[src/rtl/sdram_burst_arbiter_if.sv]
// Avalon-MM burst port bundle: one instance per DSP master and one toward the SDRAM controller.
interface sdram_burst_arbiter_if #(
    parameter int ADDR_W  = 27,
    parameter int DATA_W  = 256,
    parameter int BURST_W = 8
);
    logic [ADDR_W-1:0]   Address;
    logic [DATA_W/8-1:0] ByteEnable;
    logic [BURST_W-1:0]  BurstCount;
    logic [DATA_W-1:0]   WriteData;
    logic                Write;
    logic                Read;
    logic                WaitRequest;
    logic [DATA_W-1:0]   ReadData;
    logic                ReadValid;

    modport master (
        output Address, ByteEnable, BurstCount, WriteData, Write, Read,
        input  WaitRequest, ReadData, ReadValid
    );
    modport slave (
        input  Address, ByteEnable, BurstCount, WriteData, Write, Read,
        output WaitRequest, ReadData, ReadValid
    );
endinterface

[src/rtl/sdram_burst_arbiter.sv]
// Two-master whole-burst arbiter for one Avalon-MM SDRAM port, read returns routed by an in-order tag FIFO.
// Define SDRAM_ARB_ROUND_ROBIN_EN for round-robin on contention; default is fixed M0 priority.
module sdram_burst_arbiter #(
    parameter int ADDR_W    = 27,
    parameter int DATA_W    = 256,
    parameter int BURST_W   = 8,
    parameter int MAX_READS = 4
) (
    input  logic                  ipClk,
    input  logic                  ipReset,
    sdram_burst_arbiter_if.slave  ipM0,
    sdram_burst_arbiter_if.slave  ipM1,
    sdram_burst_arbiter_if.master opSDRAM,
    output logic                  opError
);
    localparam int BE_W  = DATA_W / 8;
    localparam int PTR_W = $clog2(MAX_READS);
    localparam logic [BURST_W-1:0] ONE     = BURST_W'(1);
    localparam logic [PTR_W:0]     PTR_ONE = (PTR_W + 1)'(1);

    typedef enum logic [1:0] {IDLE, GRANT_RD, GRANT_WR} state_t;

    state_t             state_q, state_d;
    logic               gnt_q, gnt_d, first_q, first_d, err_q, err_d;
    logic [BURST_W-1:0] wcnt_q, wcnt_d, rcnt_q, rcnt_d;
    logic [PTR_W:0]     wptr_q, rptr_q;
    logic               tag_id_q  [MAX_READS];
    logic [BURST_W-1:0] tag_len_q [MAX_READS];

    // Per-master request vectors, index = master number
    logic [1:0]              m_wr, m_rd, elig, m_wait;
    logic [1:0][ADDR_W-1:0]  m_addr;
    logic [1:0][BE_W-1:0]    m_be;
    logic [1:0][BURST_W-1:0] m_bc;
    logic [1:0][DATA_W-1:0]  m_wd;

    assign m_wr   = {ipM1.Write, ipM0.Write};
    assign m_rd   = {ipM1.Read, ipM0.Read};
    assign m_addr = {ipM1.Address, ipM0.Address};
    assign m_be   = {ipM1.ByteEnable, ipM0.ByteEnable};
    assign m_bc   = {ipM1.BurstCount, ipM0.BurstCount};
    assign m_wd   = {ipM1.WriteData, ipM0.WriteData};

    logic               empty, full, hit, pop, push, head_id, pick, sd_wr, sd_rd;
    logic [PTR_W-1:0]   head;
    logic [BURST_W-1:0] head_len, wr_len;

    assign empty    = (wptr_q == rptr_q);
    assign full     = (wptr_q[PTR_W] != rptr_q[PTR_W]) &&
                      (wptr_q[PTR_W-1:0] == rptr_q[PTR_W-1:0]);
    assign elig     = m_wr | (m_rd & {2{~full}});
    assign head     = rptr_q[PTR_W-1:0];
    assign head_id  = tag_id_q[head];
    assign head_len = (tag_len_q[head] == '0) ? ONE : tag_len_q[head];
    assign wr_len   = (m_bc[gnt_q] == '0) ? ONE : m_bc[gnt_q];

`ifdef SDRAM_ARB_ROUND_ROBIN_EN
    logic last_q, last_d;
    assign pick   = (&elig) ? ~last_q : ~elig[0];
    assign last_d = (state_q == IDLE && |elig) ? pick : last_q;
    always_ff @(posedge ipClk or negedge ipReset) begin
        if (!ipReset) last_q <= 1'b1;
        else          last_q <= last_d;
    end
`else
    assign pick = ~elig[0];
`endif

    // Read return: beats go to the head tag's owner; the head pops on its last beat
    assign hit    = opSDRAM.ReadValid && !empty;
    assign pop    = hit && (rcnt_q == head_len - ONE);
    assign rcnt_d = pop ? '0 : (hit ? rcnt_q + ONE : rcnt_q);
    assign err_d  = err_q | (opSDRAM.ReadValid & empty);

    always_comb begin
        state_d = state_q;
        gnt_d   = gnt_q;
        first_d = first_q;
        wcnt_d  = wcnt_q;
        push    = 1'b0;
        m_wait  = 2'b11;
        sd_wr   = 1'b0;
        sd_rd   = 1'b0;
        case (state_q)
            IDLE: if (|elig) begin
                gnt_d   = pick;
                first_d = 1'b1;
                state_d = m_wr[pick] ? GRANT_WR : GRANT_RD;
            end
            GRANT_RD: begin
                m_wait[gnt_q] = opSDRAM.WaitRequest;
                sd_rd         = m_rd[gnt_q];
                if (sd_rd && !opSDRAM.WaitRequest) begin
                    push    = 1'b1;
                    state_d = IDLE;
                end
            end
            GRANT_WR: begin
                m_wait[gnt_q] = opSDRAM.WaitRequest;
                sd_wr         = m_wr[gnt_q];
                // wcnt holds beats still owed after the current one
                if (sd_wr && !opSDRAM.WaitRequest) begin
                    if (first_q) begin
                        first_d = 1'b0;
                        wcnt_d  = wr_len - ONE;
                        if (wr_len == ONE) state_d = IDLE;
                    end else begin
                        wcnt_d = wcnt_q - ONE;
                        if (wcnt_q == ONE) state_d = IDLE;
                    end
                end
            end
            default: state_d = IDLE;
        endcase
    end

    assign opSDRAM.Address    = m_addr[gnt_q];
    assign opSDRAM.ByteEnable = m_be[gnt_q];
    assign opSDRAM.BurstCount = m_bc[gnt_q];
    assign opSDRAM.WriteData  = m_wd[gnt_q];
    assign opSDRAM.Write      = sd_wr;
    assign opSDRAM.Read       = sd_rd;
    assign ipM0.WaitRequest   = m_wait[0];
    assign ipM1.WaitRequest   = m_wait[1];
    assign ipM0.ReadData      = opSDRAM.ReadData;
    assign ipM1.ReadData      = opSDRAM.ReadData;
    assign ipM0.ReadValid     = hit && !head_id;
    assign ipM1.ReadValid     = hit && head_id;
    assign opError            = err_q;

    always_ff @(posedge ipClk or negedge ipReset) begin
        if (!ipReset) begin
            state_q <= IDLE;
            gnt_q   <= 1'b0;
            first_q <= 1'b1;
            wcnt_q  <= '0;
            rcnt_q  <= '0;
            wptr_q  <= '0;
            rptr_q  <= '0;
            err_q   <= 1'b0;
        end else begin
            state_q <= state_d;
            gnt_q   <= gnt_d;
            first_q <= first_d;
            wcnt_q  <= wcnt_d;
            rcnt_q  <= rcnt_d;
            err_q   <= err_d;
            if (push) wptr_q <= wptr_q + PTR_ONE;
            if (pop)  rptr_q <= rptr_q + PTR_ONE;
        end
    end

    always_ff @(posedge ipClk) begin
        if (push) begin
            tag_id_q[wptr_q[PTR_W-1:0]]  <= gnt_q;
            tag_len_q[wptr_q[PTR_W-1:0]] <= m_bc[gnt_q];
        end
    end
endmodule

[src/flat_wrapper.sv]
// flat-port wrapper written by rule: the top's interface ports become plain ports
module sdram_burst_arbiter_flat 
#(
    parameter int ADDR_W    = 27,
    parameter int DATA_W    = 256,
    parameter int BURST_W   = 8,
    parameter int MAX_READS = 4
)
  (ipClk, ipReset, opError, ipM0_Address, ipM0_ByteEnable, ipM0_BurstCount, ipM0_WriteData, ipM0_Write, ipM0_Read, ipM0_WaitRequest, ipM0_ReadData, ipM0_ReadValid, ipM1_Address, ipM1_ByteEnable, ipM1_BurstCount, ipM1_WriteData, ipM1_Write, ipM1_Read, ipM1_WaitRequest, ipM1_ReadData, ipM1_ReadValid, opSDRAM_Address, opSDRAM_ByteEnable, opSDRAM_BurstCount, opSDRAM_WriteData, opSDRAM_Write, opSDRAM_Read, opSDRAM_WaitRequest, opSDRAM_ReadData, opSDRAM_ReadValid);
  sdram_burst_arbiter_if #(.ADDR_W(ADDR_W), .DATA_W(DATA_W), .BURST_W(BURST_W)) ipM0_i ();
  sdram_burst_arbiter_if #(.ADDR_W(ADDR_W), .DATA_W(DATA_W), .BURST_W(BURST_W)) ipM1_i ();
  sdram_burst_arbiter_if #(.ADDR_W(ADDR_W), .DATA_W(DATA_W), .BURST_W(BURST_W)) opSDRAM_i ();
  input  logic ipClk;
  input  logic ipReset;
  output logic opError;
  input wire logic [$bits(ipM0_i.Address)-1:0] ipM0_Address;
  input wire logic [$bits(ipM0_i.ByteEnable)-1:0] ipM0_ByteEnable;
  input wire logic [$bits(ipM0_i.BurstCount)-1:0] ipM0_BurstCount;
  input wire logic [$bits(ipM0_i.WriteData)-1:0] ipM0_WriteData;
  input wire logic [$bits(ipM0_i.Write)-1:0] ipM0_Write;
  input wire logic [$bits(ipM0_i.Read)-1:0] ipM0_Read;
  output wire logic [$bits(ipM0_i.WaitRequest)-1:0] ipM0_WaitRequest;
  output wire logic [$bits(ipM0_i.ReadData)-1:0] ipM0_ReadData;
  output wire logic [$bits(ipM0_i.ReadValid)-1:0] ipM0_ReadValid;
  input wire logic [$bits(ipM1_i.Address)-1:0] ipM1_Address;
  input wire logic [$bits(ipM1_i.ByteEnable)-1:0] ipM1_ByteEnable;
  input wire logic [$bits(ipM1_i.BurstCount)-1:0] ipM1_BurstCount;
  input wire logic [$bits(ipM1_i.WriteData)-1:0] ipM1_WriteData;
  input wire logic [$bits(ipM1_i.Write)-1:0] ipM1_Write;
  input wire logic [$bits(ipM1_i.Read)-1:0] ipM1_Read;
  output wire logic [$bits(ipM1_i.WaitRequest)-1:0] ipM1_WaitRequest;
  output wire logic [$bits(ipM1_i.ReadData)-1:0] ipM1_ReadData;
  output wire logic [$bits(ipM1_i.ReadValid)-1:0] ipM1_ReadValid;
  output wire logic [$bits(opSDRAM_i.Address)-1:0] opSDRAM_Address;
  output wire logic [$bits(opSDRAM_i.ByteEnable)-1:0] opSDRAM_ByteEnable;
  output wire logic [$bits(opSDRAM_i.BurstCount)-1:0] opSDRAM_BurstCount;
  output wire logic [$bits(opSDRAM_i.WriteData)-1:0] opSDRAM_WriteData;
  output wire logic [$bits(opSDRAM_i.Write)-1:0] opSDRAM_Write;
  output wire logic [$bits(opSDRAM_i.Read)-1:0] opSDRAM_Read;
  input wire logic [$bits(opSDRAM_i.WaitRequest)-1:0] opSDRAM_WaitRequest;
  input wire logic [$bits(opSDRAM_i.ReadData)-1:0] opSDRAM_ReadData;
  input wire logic [$bits(opSDRAM_i.ReadValid)-1:0] opSDRAM_ReadValid;
  assign ipM0_i.Address = ipM0_Address;
  assign ipM0_i.ByteEnable = ipM0_ByteEnable;
  assign ipM0_i.BurstCount = ipM0_BurstCount;
  assign ipM0_i.WriteData = ipM0_WriteData;
  assign ipM0_i.Write = ipM0_Write;
  assign ipM0_i.Read = ipM0_Read;
  assign ipM0_WaitRequest = ipM0_i.WaitRequest;
  assign ipM0_ReadData = ipM0_i.ReadData;
  assign ipM0_ReadValid = ipM0_i.ReadValid;
  assign ipM1_i.Address = ipM1_Address;
  assign ipM1_i.ByteEnable = ipM1_ByteEnable;
  assign ipM1_i.BurstCount = ipM1_BurstCount;
  assign ipM1_i.WriteData = ipM1_WriteData;
  assign ipM1_i.Write = ipM1_Write;
  assign ipM1_i.Read = ipM1_Read;
  assign ipM1_WaitRequest = ipM1_i.WaitRequest;
  assign ipM1_ReadData = ipM1_i.ReadData;
  assign ipM1_ReadValid = ipM1_i.ReadValid;
  assign opSDRAM_Address = opSDRAM_i.Address;
  assign opSDRAM_ByteEnable = opSDRAM_i.ByteEnable;
  assign opSDRAM_BurstCount = opSDRAM_i.BurstCount;
  assign opSDRAM_WriteData = opSDRAM_i.WriteData;
  assign opSDRAM_Write = opSDRAM_i.Write;
  assign opSDRAM_Read = opSDRAM_i.Read;
  assign opSDRAM_i.WaitRequest = opSDRAM_WaitRequest;
  assign opSDRAM_i.ReadData = opSDRAM_ReadData;
  assign opSDRAM_i.ReadValid = opSDRAM_ReadValid;
  sdram_burst_arbiter #(.ADDR_W(ADDR_W), .DATA_W(DATA_W), .BURST_W(BURST_W), .MAX_READS(MAX_READS)) u_core (.ipClk(ipClk), .ipReset(ipReset), .ipM0(ipM0_i), .ipM1(ipM1_i), .opSDRAM(opSDRAM_i), .opError(opError));
endmodule
[config.mk]
export PLATFORM = sky130hd
export DESIGN_NAME = sdram_burst_arbiter_flat
export DESIGN_NICKNAME = d
export VERILOG_FILES = /design/src/rtl/sdram_burst_arbiter_if.sv /design/src/rtl/sdram_burst_arbiter.sv /design/src/flat_wrapper.sv
export SDC_FILE = /design/constraint.sdc
export NUM_CORES = 1
export LEC_CHECK = 0
export BUFFER_PORTS_ARGS = -buffer_cell sky130_fd_sc_hd__buf_4
export CORE_AREA = 2 2 686 688
export DETAILED_ROUTE_END_ITERATION = 10
export DIE_AREA = 0 0 688 690
export HOLD_SLACK_MARGIN = 0.15
export PLACE_DENSITY_LB_ADDON = 0.2
export SYNTH_ARGS = -nofsm -noshare
export SYNTH_HDL_FRONTEND = slang
export SYNTH_SLANG_ARGS = --single-unit
[constraint.sdc]
create_clock -name ipClk -period 10.15 [get_ports ipClk]
set_input_delay 1.5225 -clock ipClk [delete_from_list [all_inputs] [get_ports ipClk]]
set_output_delay 1.5225 -clock ipClk [all_outputs]
set_load 0.02 [all_outputs]
==> results by group <==
Pwr
  – Peak VDD IR: 99.6 µV
  – Pwr dens: 193 nW/µm²
  – Static leakage: 7.49 nW
  – Pwr Total: 4.37 mW

Synth
  – Synth unique cells: 54
  – Area share of the largest cell type after synthesis: 0.348
  – Sequential cell area fraction in the yosys report: 0.159
  – Syn Area/Cell: 9.44 µm²
  – Top cells by area, synth: buf_4 (35%), mux2_2 (33%), edfxtp_1 (9.8%), dfrtp_1 (5.9%), ha_1 (1.6%)
  – Fraction of registers with async set/reset: 0.429
  – Ys flop type: edfxtp_1
  – Number of synthesized flops with an enable pin: 36
  – Area leader, netlist: buf_4
  – Syn Std Cell Area: 11000 µm²
  – Synth Warn #: 0
  – Yosys reg bits: 63
  – Cells after synthesis: 1171
  – Syn Nets: 2095

Clock network
  – Clock buffer count from CTS: 9
  – Hold buffer count at cts: 0
  – Clock Tree Root: clkbuf_16
  – Postcts setup bufs: 0
  – Resize count post-CTS: 0
  – Clock transition at path regs: 0.06 ns
  – CTS tree: built
  – Clk sinks: 63
  – Bufs on Longest Clock Path: 2
  – Htree depth: 3
  – Worst skew pair latency: 0.34 ns

Floorplan
  – Die X: 688 µm
  – Die Ht: 690 µm
  – Core ar.: 467000 µm²
  – Initial Utilization: 0.0237
  – I/O Pins: 1752
  – # rows: 251
  – Die ar.: 475000 µm²

Drt
  – Initial DRT Pass Iterations: 5
  – Avg Vias per Cell: 1.59
  – Final wirelength: 306000 µm
  – Met3 WL: 70400 µm
  – Antenna Nets Post-Route: 0
  – DRC: 0
  – Initial DRC Count: 963
  – Top sig layer: met5
  – Wire length on met2: 114000 µm
  – Metal-1 WL: 115000 µm
  – WL/cell: 39.0 µm
  – Vias: 12500

Outcome
  – Status: finished, final reports clean

Finish
  – Commonest non-fill, non-tap cell in the layout: buf_4
  – Final nets: 2541
  – Fill cells: 55500
  – Layout area overhead: 105%
  – Final Cell Area: 22700 µm²
  – Most frequent cells in the layout: buf_4 (990), mux2_2 (322), edfxtp_1 (36)
  – Core Util, Final: 0.0486
  – Fraction of layout instances using a drive strength above 1: 0.826
  – Area of the multi-input gates: 5210 µm²
  – Reg area: 1760 µm²

STA
  – Slew headroom: 0.163
  – Final min period: 5.15 ns
  – Layout Skew: 0.00923 ns
  – Measured slew at the worst slew-check pin: 1.23 ns
  – Setup TNS: 0 ns
  – Max frequency: 194 MHz
  – Fin. Hold Viols: 0
  – RSZ-0062 raised after global routing: no
  – Final Setup Violations: 0
  – Final Slew Violations: 0
  – Crit share post-route: 0.507

Placed design
  – Final GP Congestion: 0.916
  – Port bufs: 983
  – Placed Area: 22200 µm²
  – DP HPWL: 292000 µm

Setup path
  – Worst-path maximum fanout: 56
  – Setup CP Type: reg -> out
  – CP arrival: 3.62 ns
  – Startpoint type of the worst setup path: flop
  – Worst Path Required: 8.63 ns
  – Crit. End Element: primary output

Global route
  – Vias in the first global route: 12100
  – Largest net degree at the start of global routing: 60
  – GRT overflow: 0
  – All-Layer GR Usage: 0.124
  – First-pass GRT wire length: 336000 µm
  – Antenna violations before repair: 219

Min path
  – Worst min-delay path category: reg -> reg

Run
  – Max_cap viols: 0
cell families after synthesis:
| kind of cell | share of synthesized area |
|---|---|
| AND/OR/NAND/NOR | 0.0512 |
| buffers and inverters | 0.369 |
| flip-flops | 0.159 |
| adder cells (fa/ha/maj) | 0.0159 |
| XOR/XNOR | 0.0214 |
| AO/OA/AOI/OAI | 0.0275 |
| multiplexers | 0.356 |
per-layer routing:
metal  vias to the layer above  global-route usage
li1                       4436                   -
met1                      5733               0.137
met2                      1954               0.164
met3                       258               0.131
met4                        74              0.0149
met5                         -              0.0154
worst paths after layout:
path | startpoint | endpoint | slack [ns] | depth (start not counted)
hold / removal | u_core.opError | u_core.opError | 0.48 | 1
setup / recovery | u_core.gnt_q | opSDRAM_WriteData[102] | 5.00 | 4
setup reg to reg | u_core.rptr_q[0] | u_core.rptr_q[1] | 5.67 | 12
hold reg to reg | u_core.opError | u_core.opError | 0.48 | 1
min in group asynchronous | ipReset | u_core.gnt_q | 1.14 | 1
max in group asynchronous | ipReset | u_core.gnt_q | 8.64 | 1
per-stage QoR:
| stage | hold slack [ns] | std cells | setup slack, ns |
|---|---|---|---|
| after floorplan | 0.462 | 1171 | 6.47 |
| after global placement | 0.477 | 7804 | 5.35 |
| after detailed placement | 0.477 | 7804 | 5.26 |
| after CTS | 0.491 | 7820 | 4.88 |
| after global routing | 0.513 | 7829 | 4.76 |
| final | 0.484 | 7856 | 5.00 |
synthesized netlist by cell type (all sizes together), types with 3 or more instances:
cell,n
dfrtp,26
clkbuf,39
nor2,31
nor2b,5
inv,15
o22ai,3
nor4,6
o21ai,15
nor3,9
ha,14
mux2i,7
xor2,12
mux4,9
buf,517
edfxtp,36
nand2b,5
and3,5
nand4,4
mux2,323
nand3,3
nand2,24
and2,5
xnor2,15
a21oi,13
sequential cells by signal (all words and copies together) (netlist names):
register and cells:
u_core.opError 1, u_core.tag_id_q 4, u_core.first_q 1, u_core.tag_len_q 32, u_core.rptr_q 3, u_core.wcnt_q 8
u_core.wptr_q 3, u_core.rcnt_q 8, u_core.gnt_q 1, u_core.state_q 2
cell type report:
type | instances | share of cell area
Tap cell | 6198 | 0.342
Timing Repair Buffer | 991 | 0.329
Multi-Input combinational cell | 537 | 0.230
Sequential cell | 63 | 0.0777
Clock buffer | 9 | 0.00994
Clock inverter | 7 | 0.00491
Antenna cell | 36 | 0.00397
Inverter | 15 | 0.00248
power by group:
part           internal (mW)  leakage (nW)  switching [mW]
Sequential             0.336         0.650           0.119
Clock                  0.238         0.163           0.118
Combinational           1.29          6.67            2.26
Total                   1.87          7.49            2.50
critical path, cell delays in order, from the launching register on:
cell and delay [ns]:
dfrtp_4 0.89, buf_4 0.70, buf_4 0.71, mux2_2 0.45, buf_4 0.17
(Power assumes the default switching activity.)
